`src/rtl/stream_fifo_wm.sv`:
```
// Valid/ready stream FIFO for any DEPTH >= 2 (non-power-of-2 allowed), with first-word-fall-through output.
// Also provides almost-full/almost-empty thresholds, synchronous flush, sticky error flags and a high-watermark.
module stream_fifo_wm #(
    parameter int DATA_WIDTH = 8,
    parameter int DEPTH      = 8,
    parameter int AF_THRESH  = DEPTH - 1,
    parameter int AE_THRESH  = 1,
    localparam int LW        = $clog2(DEPTH + 1)
) (
    input  logic                  clk,
    input  logic                  rst_n,
    input  logic                  s_valid,
    input  logic [DATA_WIDTH-1:0] s_data,
    output logic                  s_ready,
    output logic                  m_valid,
    output logic [DATA_WIDTH-1:0] m_data,
    input  logic                  m_ready,
    input  logic                  flush,
    input  logic                  clr_flags,
    output logic [LW-1:0]         level,
    output logic [LW-1:0]         max_level,
    output logic                  almost_full,
    output logic                  almost_empty,
    output logic                  overflow,
    output logic                  underflow
);
    localparam int            PW       = $clog2(DEPTH);
    localparam logic [LW-1:0] FULL_LVL = LW'(DEPTH);
    localparam logic [LW-1:0] ZERO_LVL = {LW{1'b0}};
    localparam logic [PW-1:0] LAST_PTR = PW'(DEPTH - 1);
    localparam logic [PW-1:0] ZERO_PTR = {PW{1'b0}};

    logic [DATA_WIDTH-1:0] mem_q [DEPTH];
    logic [PW-1:0]         wr_ptr_q, wr_ptr_d;
    logic [PW-1:0]         rd_ptr_q, rd_ptr_d;
    logic [LW-1:0]         level_q, level_d;
    logic [LW-1:0]         max_level_q, max_level_d;
    logic                  overflow_q, overflow_d;
    logic                  underflow_q, underflow_d;
    logic                  full_s, empty_s, push_s, pop_s, ovf_set_s, unf_set_s;

    // Explicit wrap keeps pointers inside 0..DEPTH-1 for any depth.
    function automatic logic [PW-1:0] ptr_inc(input logic [PW-1:0] p);
        if (p == LAST_PTR) begin
            return ZERO_PTR;
        end else begin
            return p + PW'(1);
        end
    endfunction

    assign full_s    = (level_q == FULL_LVL);
    assign empty_s   = (level_q == ZERO_LVL);
    assign push_s    = s_valid & ~full_s;
    assign pop_s     = m_ready & ~empty_s;
    assign ovf_set_s = s_valid & full_s & ~flush;
    assign unf_set_s = m_ready & empty_s & ~flush;

    // Next-state: occupancy, pointers, sticky flags and watermark; flush overrides any handshake.
    always_comb begin
        wr_ptr_d    = wr_ptr_q;
        rd_ptr_d    = rd_ptr_q;
        level_d     = level_q;
        max_level_d = max_level_q;
        overflow_d  = overflow_q;
        underflow_d = underflow_q;
        if (flush) begin
            wr_ptr_d = ZERO_PTR;
            rd_ptr_d = ZERO_PTR;
            level_d  = ZERO_LVL;
        end else begin
            if (push_s) begin
                wr_ptr_d = ptr_inc(wr_ptr_q);
            end else begin
                wr_ptr_d = wr_ptr_q;
            end
            if (pop_s) begin
                rd_ptr_d = ptr_inc(rd_ptr_q);
            end else begin
                rd_ptr_d = rd_ptr_q;
            end
            case ({push_s, pop_s})
                2'b10:   level_d = level_q + LW'(1);
                2'b01:   level_d = level_q - LW'(1);
                default: level_d = level_q;
            endcase
        end
        if (clr_flags) begin
            overflow_d  = ovf_set_s;
            underflow_d = unf_set_s;
            max_level_d = level_d;
        end else begin
            overflow_d  = overflow_q | ovf_set_s;
            underflow_d = underflow_q | unf_set_s;
            max_level_d = (level_d > max_level_q) ? level_d : max_level_q;
        end
    end

    // Control and status state with asynchronous reset.
    always_ff @(posedge clk or negedge rst_n) begin
        if (!rst_n) begin
            wr_ptr_q    <= ZERO_PTR;
            rd_ptr_q    <= ZERO_PTR;
            level_q     <= ZERO_LVL;
            max_level_q <= ZERO_LVL;
            overflow_q  <= 1'b0;
            underflow_q <= 1'b0;
        end else begin
            wr_ptr_q    <= wr_ptr_d;
            rd_ptr_q    <= rd_ptr_d;
            level_q     <= level_d;
            max_level_q <= max_level_d;
            overflow_q  <= overflow_d;
            underflow_q <= underflow_d;
        end
    end

    // Payload storage is deliberately left unreset.
    always_ff @(posedge clk) begin
        if (push_s && !flush) begin
            mem_q[wr_ptr_q] <= s_data;
        end
    end

    assign s_ready      = ~full_s;
    assign m_valid      = ~empty_s;
    assign m_data       = mem_q[rd_ptr_q];
    assign level        = level_q;
    assign max_level    = max_level_q;
    assign almost_full  = (level_q >= LW'(AF_THRESH));
    assign almost_empty = (level_q <= LW'(AE_THRESH));
    assign overflow     = overflow_q;
    assign underflow    = underflow_q;
endmodule

```
`config.mk`:
```
export PLATFORM = sky130hd
export DESIGN_NAME = stream_fifo_wm
export DESIGN_NICKNAME = d
export VERILOG_FILES = /design/src/rtl/stream_fifo_wm.sv
export SDC_FILE = /design/constraint.sdc
export NUM_CORES = 1
export LEC_CHECK = 0
export BUFFER_PORTS_ARGS = -buffer_cell sky130_fd_sc_hd__buf_2
export CAP_MARGIN = 20
export CORE_AREA = 2 2 115 95
export CTS_CLUSTER_SIZE = 28
export DETAILED_ROUTE_END_ITERATION = 8
export DIE_AREA = 0 0 117 97
export PLACE_DENSITY_LB_ADDON = 0.05
export SLEW_MARGIN = 40
export SYNTH_ARGS = -nofsm -noshare
export SYNTH_HDL_FRONTEND = slang
export SYNTH_SLANG_ARGS = --single-unit
export TNS_END_PERCENT = 5
```
`constraint.sdc`:
```
create_clock -name clk -period 3.6 [get_ports clk]
set_input_delay 0.18 -clock clk [delete_from_list [all_inputs] [get_ports clk]]
set_output_delay 0.18 -clock clk [all_outputs]
set_load 0.01 [all_outputs]
```
==> results.ini, run 1 <==
[cts]
root_buffer=clkbuf_16
htree_levels=3
tritoncts=done
cts_max_path_buffers=2
cts.reportedPaths.clkPinSlew_ps=60
post-cts-setup-buffer-count=0
clk_latency_ps=330
clkSinkCount=80
cts_buffers=9

[sta]
setup_viol=0
relSlewSlack_pct=61.9
timing.final.ws_setup_ps=251
maxSlewViolCount=0
setup-tns-final_ps=0
finalCritPeriodShare_pct=93.0
hold_viol_final=0
fmax_mhz=299
skew_ps=5.45
worst_slew_pin_slew_ps=571
period_minus_slack_ps=3350

[run_status]
status=completed

[placement]
numPortBuffers=35
dp_hpwl_um=4820
dpl.cell_count=395
globalplace.congestion=0.725
pre_cts_ws_ps=115

[finish]
finalCoreUtilization_pct=42.2
final_cell_mix=64 x edfxtp_1, 35 x buf_2, 19 x buf_4, 16 x mux4_2
drive_above_1_share_pct=39.9
final_cells=411
synthToLayoutAreaGrowth_pct=22.4
fillers=926
insertedDiodeCount=0
layout.nets=294
layout.cells.most_common=edfxtp_1

[setup_path]
critPathKind=reg2reg
max_stage_delay_ps=430
worstPathArrival_ps=3560
required_ps=3820
crit_family=compound AO/OA/AOI/OAI gates
crit_start=level[1]
crit_chain=inv_1, ha_2, nand3b_1, nand2_2, buf_4, inv_1, ha_1, a21o_1, a221oi_2, nor2_1, ha_1, a21oi_1, o21ai_0, a21oi_2, mux2_2
critPathLaunchType=flop
cp.buffers_inverters=3
worstPathMaxFanout=6
crit_slowest_cell=dfrtp_2
timing.rr.start=level[1]
worstSetupEndpointType=flop

[logic_synthesis]
synth.top_cell.area_share_pct=55.1
synth_cell_types=36
synth_edf_count=64
syn-num-nets=236
synth_area_per_cell_um2=16.7
yosys.area.top_type=edfxtp_1
ys.flop_type=edfxtp_1
synth_cells=209
ys_seq_area_share_pct=66.5
ys_ff_latch=80
synth_warnings=0
synthTopCellsByArea=edfxtp_1 55%, dfrtp_1 11%, mux4_2 10%, ha_1 4.7%, mux2_2 3.9%
netlist_area_um2=3490
async_flop_share_pct=20.0

[floorplanning]
io_pins=36
fp.dieH_um=97
std_cell_rows=33
core_area_um2=10100
die-area_um2=11300
die_w_um=117
start_util_pct=34.5

[drt]
wl_per_cell_um=17.6
viasPerCell=4.65
drc_errors=0
detail-route-antenna-nets=0
via_count=1911
wl_um=7250
drt-initial-drc-count=108
dr.pass1.iters=4

[flow_run]
max_cap_viol_count=0

[global_route]
antenna_found_initial=0
track_usage_pct=13.9
grt_pass1_wl_um=11200
first_global_vias=1910
grt_max_degree=19
overflow=0

[min_path]
min_path_type=in2reg
worstHoldStart=clr_flags

[power]
fin_total_pwr_mw=2.60
p_leak_nw=1.60
powerDensity_nw_per_um2=609
peakVddDrop_v=0.000280

[synthesized netlist by cell type, types with 2 or more instances]
cell type and n:
edfxtp_1 64, dfrtp_1 16, mux4_2 16, ha_1 13
inv_1 13, mux2_2 12, nor2_1 12, nand2_1 11
a21oi_1 9, buf_2 4, o21ai_0 4, nor2b_1 3
a211oi_1 2, a21o_1 2, nand2b_1 2, nand3_1 2
nand4b_1 2, nor3_1 2, nor3b_1 2, o32ai_1 2
[repair_timing]
| item | in CTS | in global routing |
|---|---|---|
| resized for setup | 0 | 7 |
| endpoints found under the hold margin | 16 | 0 |
| setup endpoints to repair | 0 | 4 |
| hold buffers | 1 | 0 |
[cells by family after synthesis]
kind of cell             Yosys count  synth area share [%]
AO/OA/AOI/OAI                     22                  4.05
XOR/XNOR                           1                 0.251
adder cells (fa/ha/maj)           13                  4.66
buffers and inverters             21                  3.19
flip-flops                        80                  66.5
multiplexers                      29                  14.6
AND/OR/NAND/NOR                   43                  6.70
[power by group]
part | switching [mW] | total, mW | internal (mW) | leakage (nW)
logic | 0.270 | 0.559 | 0.289 | 0.664
registers | 0.0543 | 1.10 | 1.05 | 0.791
clock network | 0.343 | 0.943 | 0.600 | 0.149
total | 0.667 | 2.60 | 1.93 | 1.60
[per-stage QoR]
step           hold slack, ps  area (µm²)
6_report                  107        4270
4_1_cts                  81.3        4240
2_1_floorplan            -116        3490
5_1_grt                   112        4270
3_5_place_dp              137        3920
3_3_place_gp              135        3920
[layer usage]
layer | vias to the layer above | routed length [µm] | GRT usage, %
met2 | 29 | 3230 | 19.8
met5 | - | 0 | 0
met3 | 7 | 213 | 3.88
li1 | 924 | - | -
met4 | 0 | 91 | 4.89
met1 | 951 | 3720 | 20.2
[flip-flops by register name, indices dropped and copies added (netlist names)]
register and flops:
underflow 1, max_level 4, level 4, rd_ptr_q 3, wr_ptr_q 3, overflow 1, mem_q 64
[cell type report]
type / instances / area [µm²] / area share, %
flip-flops and latches: 80 / 2330 / 54.4
multi-input cells: 108 / 1080 / 25.4
repair buffers: 55 / 328 / 7.67
clock buffers: 9 / 225 / 5.27
well taps: 140 / 175 / 4.10
clock inverters: 6 / 85.1 / 1.99
inverters: 13 / 48.8 / 1.14
[worst register-to-register path, stage by stage (launching register included)]
cell,delay (ps)
dfrtp_2,430
inv_1,110
ha_2,230
nand3b_1,140
nand2_2,130
buf_4,140
inv_1,60
ha_1,240
a21o_1,190
a221oi_2,250
nor2_1,100
ha_1,320
a21oi_1,150
o21ai_0,120
a21oi_2,250
mux2_2,370
[path summary, 6_finish.rpt]
| kind | to | slack (ps) | depth (start not counted) |
|---|---|---|---|
| max | max_level[0] | 250 | 15 |
| min | overflow | 110 | 2 |
| max reg2reg | max_level[0] | 250 | 15 |
| min reg2reg | max_level[1] | 530 | 1 |
| max in group asynchronous | rd_ptr_q[0] | 2960 | 2 |
| min in group asynchronous | max_level[1] | 330 | 2 |
(Power assumes the default switching activity.)
==> run 2: changes to the inputs <==
==> constraint.sdc (replaced) <==
create_clock -name clk -period 4.2 [get_ports clk]
set_input_delay 0.21 -clock clk [delete_from_list [all_inputs] [get_ports clk]]
set_output_delay 0.21 -clock clk [all_outputs]
set_load 0.1 [all_outputs]
==> results.ini, run 2 (synthesized netlist as in run 1, its figures left out) <==
[setup_path]
required_ps=4420
worstSetupEndpointType=flop
cp.buffers_inverters=1
crit_slowest_cell=ha_1
crit_chain=inv_2, ha_4, nand3b_1, nand2_2, ha_1, nor2_1, mux2_4, a221oi_2, nor2_1, ha_1, a21oi_1, o21ai_1, a21oi_2, mux2_2
r2r_slack_ps=700
worstPathMaxFanout=10
worstPathArrival_ps=3720
crit_family=adder cells
max_stage_delay_ps=500
critPathKind=reg2reg
critPathLaunchType=flop

[placement]
dp_hpwl_um=4790
globalplace.congestion=0.780
placed_cell_area_um2=3870
numPortBuffers=35
pre_cts_ws_ps=687

[cts]
post-cts-setup-buffer-count=0
clkSinkCount=80
tritoncts=done
htree_levels=3
cts_max_path_buffers=2
cts_buffers=9
clk_latency_ps=340
root_buffer=clkbuf_16
cts.reportedPaths.clkPinSlew_ps=60

[sta]
rsz0062_at_grt=no
skew_ps=7.24
maxSlewViolCount=0
period_minus_slack_ps=3500
setup-tns-final_ps=0
setup_viol=0
hold_viol_final=0
timing.final.ws_setup_ps=700
finalCritPeriodShare_pct=83.3
relSlewSlack_pct=50.7
worst_slew_pin_slew_ps=734
fmax_mhz=286

[drt]
drc_errors=0
detail-route-antenna-nets=0
wl_per_cell_um=18.0
wl_um=7160
via_count=1880
drt-initial-drc-count=87
viasPerCell=4.72
dr.pass1.iters=4

[power]
powerDensity_nw_per_um2=607
fin_total_pwr_mw=2.54
p_leak_nw=1.51
peakVddDrop_v=0.000272

[finish]
finalCoreUtilization_pct=41.3
layout.cells.most_common=edfxtp_1
largest_reg_flops=64
largest-register=mem_q
layout.nets=280
stdcell_area_um2=4180
insertedDiodeCount=0
final_cell_mix=64 x edfxtp_1, 35 x buf_2, 16 x mux4_2, 12 x mux2_2, 12 x ha_1
drive_above_1_share_pct=40.7
synthToLayoutAreaGrowth_pct=19.8

[floorplanning]
die_w_um=117
die-area_um2=11300
fp.dieH_um=97
io_pins=36
core_area_um2=10100
start_util_pct=34.5
std_cell_rows=33

[global_route]
grt_pass1_wl_um=11500
overflow=0
grt_max_degree=19
antenna_found_initial=0
track_usage_pct=14.3
first_global_vias=1920

[flow_run]
max_cap_viol_count=0

[min_path]
min_path_type=in2reg

[run_status]
status=completed

## run 2: changes by cell type in the layout (fill, tap and decap cells not counted), sizes merged
cell,previous run,this run
clkinvlp,1,4
inv,13,14
clkbuf,9,10
clkinv,3,0
buf,54,40
bufinv,2,1
## run 2: metal layers
layer / global-route usage (%) / share of wire, % / routed length [µm] / up-vias
met3: 4.95 / 3.4 / 242 / 10
met5: 0 / 0 / 0 / -
li1: - / - / - / 897
met4: 4.62 / 1.4 / 100 / 0
met2: 19.4 / 44 / 3130 / 25
met1: 21.3 / 51 / 3690 / 948
## run 2: layout make-up
cell class                 instances  area, µm²
sequential                        80       2340
clock inverter                     6       68.8
tap                              140        175
clock buffer                      10        229
multi-input combinational        108       1100
fill                             940       5930
timing repair buffer              41        223
inverter                          13       51.3
## run 2: worst paths after layout
kind / startpoint / endpoint / cells past startpoint
min: clr_flags / underflow / 2
min in group asynchronous: rst_n / level[2] / 2
max: level[0] / max_level[3] / 14
min reg2reg: underflow / underflow / 2
max in group asynchronous: rst_n / level[1] / 2
max reg2reg: level[0] / max_level[3] / 14
## run 2: metrics by stage
| stage | hold slack [ps] | std cells |
|---|---|---|
| after floorplan | -85.6 | 209 |
| after global placement | 166 | 381 |
| after detailed placement | 166 | 381 |
| after CTS | 137 | 398 |
| after global routing | 141 | 398 |
| final | 147 | 398 |
## run 2: report_power, final
group	switching, mW	internal (mW)
clock network	0.315	0.462
logic	0.585	0.228
registers	0.0459	0.900
total	0.947	1.59
## run 2: what timing repair did
item                      CTS  global route
hold buffers                1             0
hold endpoints to repair   16             0
gates resized for setup     0             0
==> run 3: changes to the inputs <==
==> constraint.sdc (replaced) <==
create_clock -name clk -period 3.15 [get_ports clk]
set_input_delay 0.1575 -clock clk [delete_from_list [all_inputs] [get_ports clk]]
set_output_delay 0.1575 -clock clk [all_outputs]
set_load 0.1 [all_outputs]
==> results.ini, run 3 (synthesized netlist as in run 1, its figures left out) <==
[finish]
layout.cells.most_common=edfxtp_1
final_cell_mix=64 x edfxtp_1, 35 x buf_2, 28 x buf_4, 16 x mux4_2
stdcell_area_um2=4460
final_cells=423
largest_reg_flops=64
insertedDiodeCount=0
layout.nets=306
fillers=926
drive_above_1_share_pct=45.9
synthToLayoutAreaGrowth_pct=27.8
largest-register=mem_q

[drt]
routed.top_layer=met4
drt-initial-drc-count=167
wl_met2_um=3350
drc_errors=0
via_count=1988
wl_per_cell_um=18.1
dr.pass1.iters=4
wl_um=7650
detail-route-antenna-nets=0
wl_met1_um=3850
viasPerCell=4.70
routed-wl-met3_um=377

[min_path]
min_path_type=in2reg
hold_path_depth=2
min_to=underflow
worstHoldStart=clr_flags

[cts]
cts_max_path_buffers=2
cts.reportedPaths.clkPinSlew_ps=60
clk_latency_ps=330
cts_buffers=9
clkSinkCount=80
root_buffer=clkbuf_16
tritoncts=done
htree_levels=3

[floorplanning]
io_pins=36
fp.dieH_um=97
core_area_um2=10100
die-area_um2=11300
start_util_pct=34.5
std_cell_rows=33
die_w_um=117

[sta]
period_minus_slack_ps=3100
maxSlewViolCount=0
fmax_mhz=322
timing.final.ws_setup_ps=46.2
finalCritPeriodShare_pct=98.5
skew_ps=3.73
setup-tns-final_ps=0
relSlewSlack_pct=58.9
worst_slew_pin_slew_ps=617
hold_viol_final=0
setup_viol=0
rsz0062_at_grt=yes

[setup_path]
timing.rr.start=level[1]
reg2reg_depth=16
r2r_slack_ps=50
critPathKind=reg2reg
worstPathArrival_ps=3320
rr_endpoint=max_level[2]
worstSetupEndpointType=flop
required_ps=3360
worstPathMaxFanout=4
crit_start=level[1]
critPathLaunchType=flop

[flow_run]
max_cap_viol_count=0

[placement]
numPortBuffers=35
globalplace.congestion=0.775
dpl.cell_count=402
pre_cts_ws_ps=-33.1
dp_hpwl_um=5020
placed_cell_area_um2=4030

[global_route]
grt_pass1_wl_um=12000
overflow=0
track_usage_pct=14.7
antenna_found_initial=0
first_global_vias=2023
grt_max_degree=19

[power]
peakVddDrop_v=0.000348
powerDensity_nw_per_um2=792
p_leak_nw=1.67

[run_status]
status=completed

[run 3: through the flow]
step	total power, mW	util, %	hold WS, ps
after floorplan	2.21	-	-138
after global placement	2.46	39.8	115
after detailed placement	2.46	39.8	114
after CTS	3.53	43.5	60.2
after global routing	3.68	44.1	72.7
final	3.53	44.1	70.7
[run 3: worst max path at each step]
stage	endpoint	slack, ps	cells past startpoint
final	max_level[2]	50	16
after global routing	max_level[0]	-70	16
after CTS	max_level[2]	-30	16
after detailed placement	max_level[2]	-30	14
after global placement	max_level[2]	-60	14
after floorplan	max_level[0]	-1050	15
[run 3: area by class of cell]
type / instances / area (µm²) / area share [%]
clock buffers: 11 / 233 / 5.22
clock inverters: 4 / 46.3 / 1.04
inverters: 13 / 51.3 / 1.15
multi-input cells: 108 / 1170 / 26.3
flip-flops and latches: 80 / 2340 / 52.4
well taps: 140 / 175 / 3.93
repair buffers: 67 / 447 / 10.0
[run 3: what timing repair did]
item	in CTS	in global routing
endpoints found under the setup margin	4	4
hold endpoints to repair	16	0
gates resized for setup	7	10
cloned	0	0
buffers inserted	5	0
pin swaps	8	7
hold buffers	1	0
[run 3: report_power, final]
group / total (mW) / switching (mW) / internal [mW]
Combinational: 1.28 / 0.849 / 0.434
Clock: 0.991 / 0.386 / 0.605
Sequential: 1.26 / 0.0575 / 1.20
Total: 3.53 / 1.29 / 2.24
[run 3: worst max-delay path: stages, from the launching register on]
cell and delay (ps):
dfrtp_4 420, inv_4 40, ha_4 160, nand3b_1 170, nand2_2 110, buf_12 140
ha_4 280, nor2_2 30, mux2_4 260, a221oi_4 270, nor2_2 90, ha_4 240
a21oi_2 110, o21ai_1 80, a21oi_2 140, buf_6 140, mux2_4 300
[run 3: metal layers]
layer,vias to the layer above,track usage [%]
met2,48,19.9
met5,-,0
li1,945,-
met4,0,4.07
met1,989,23.0
met3,6,4.07
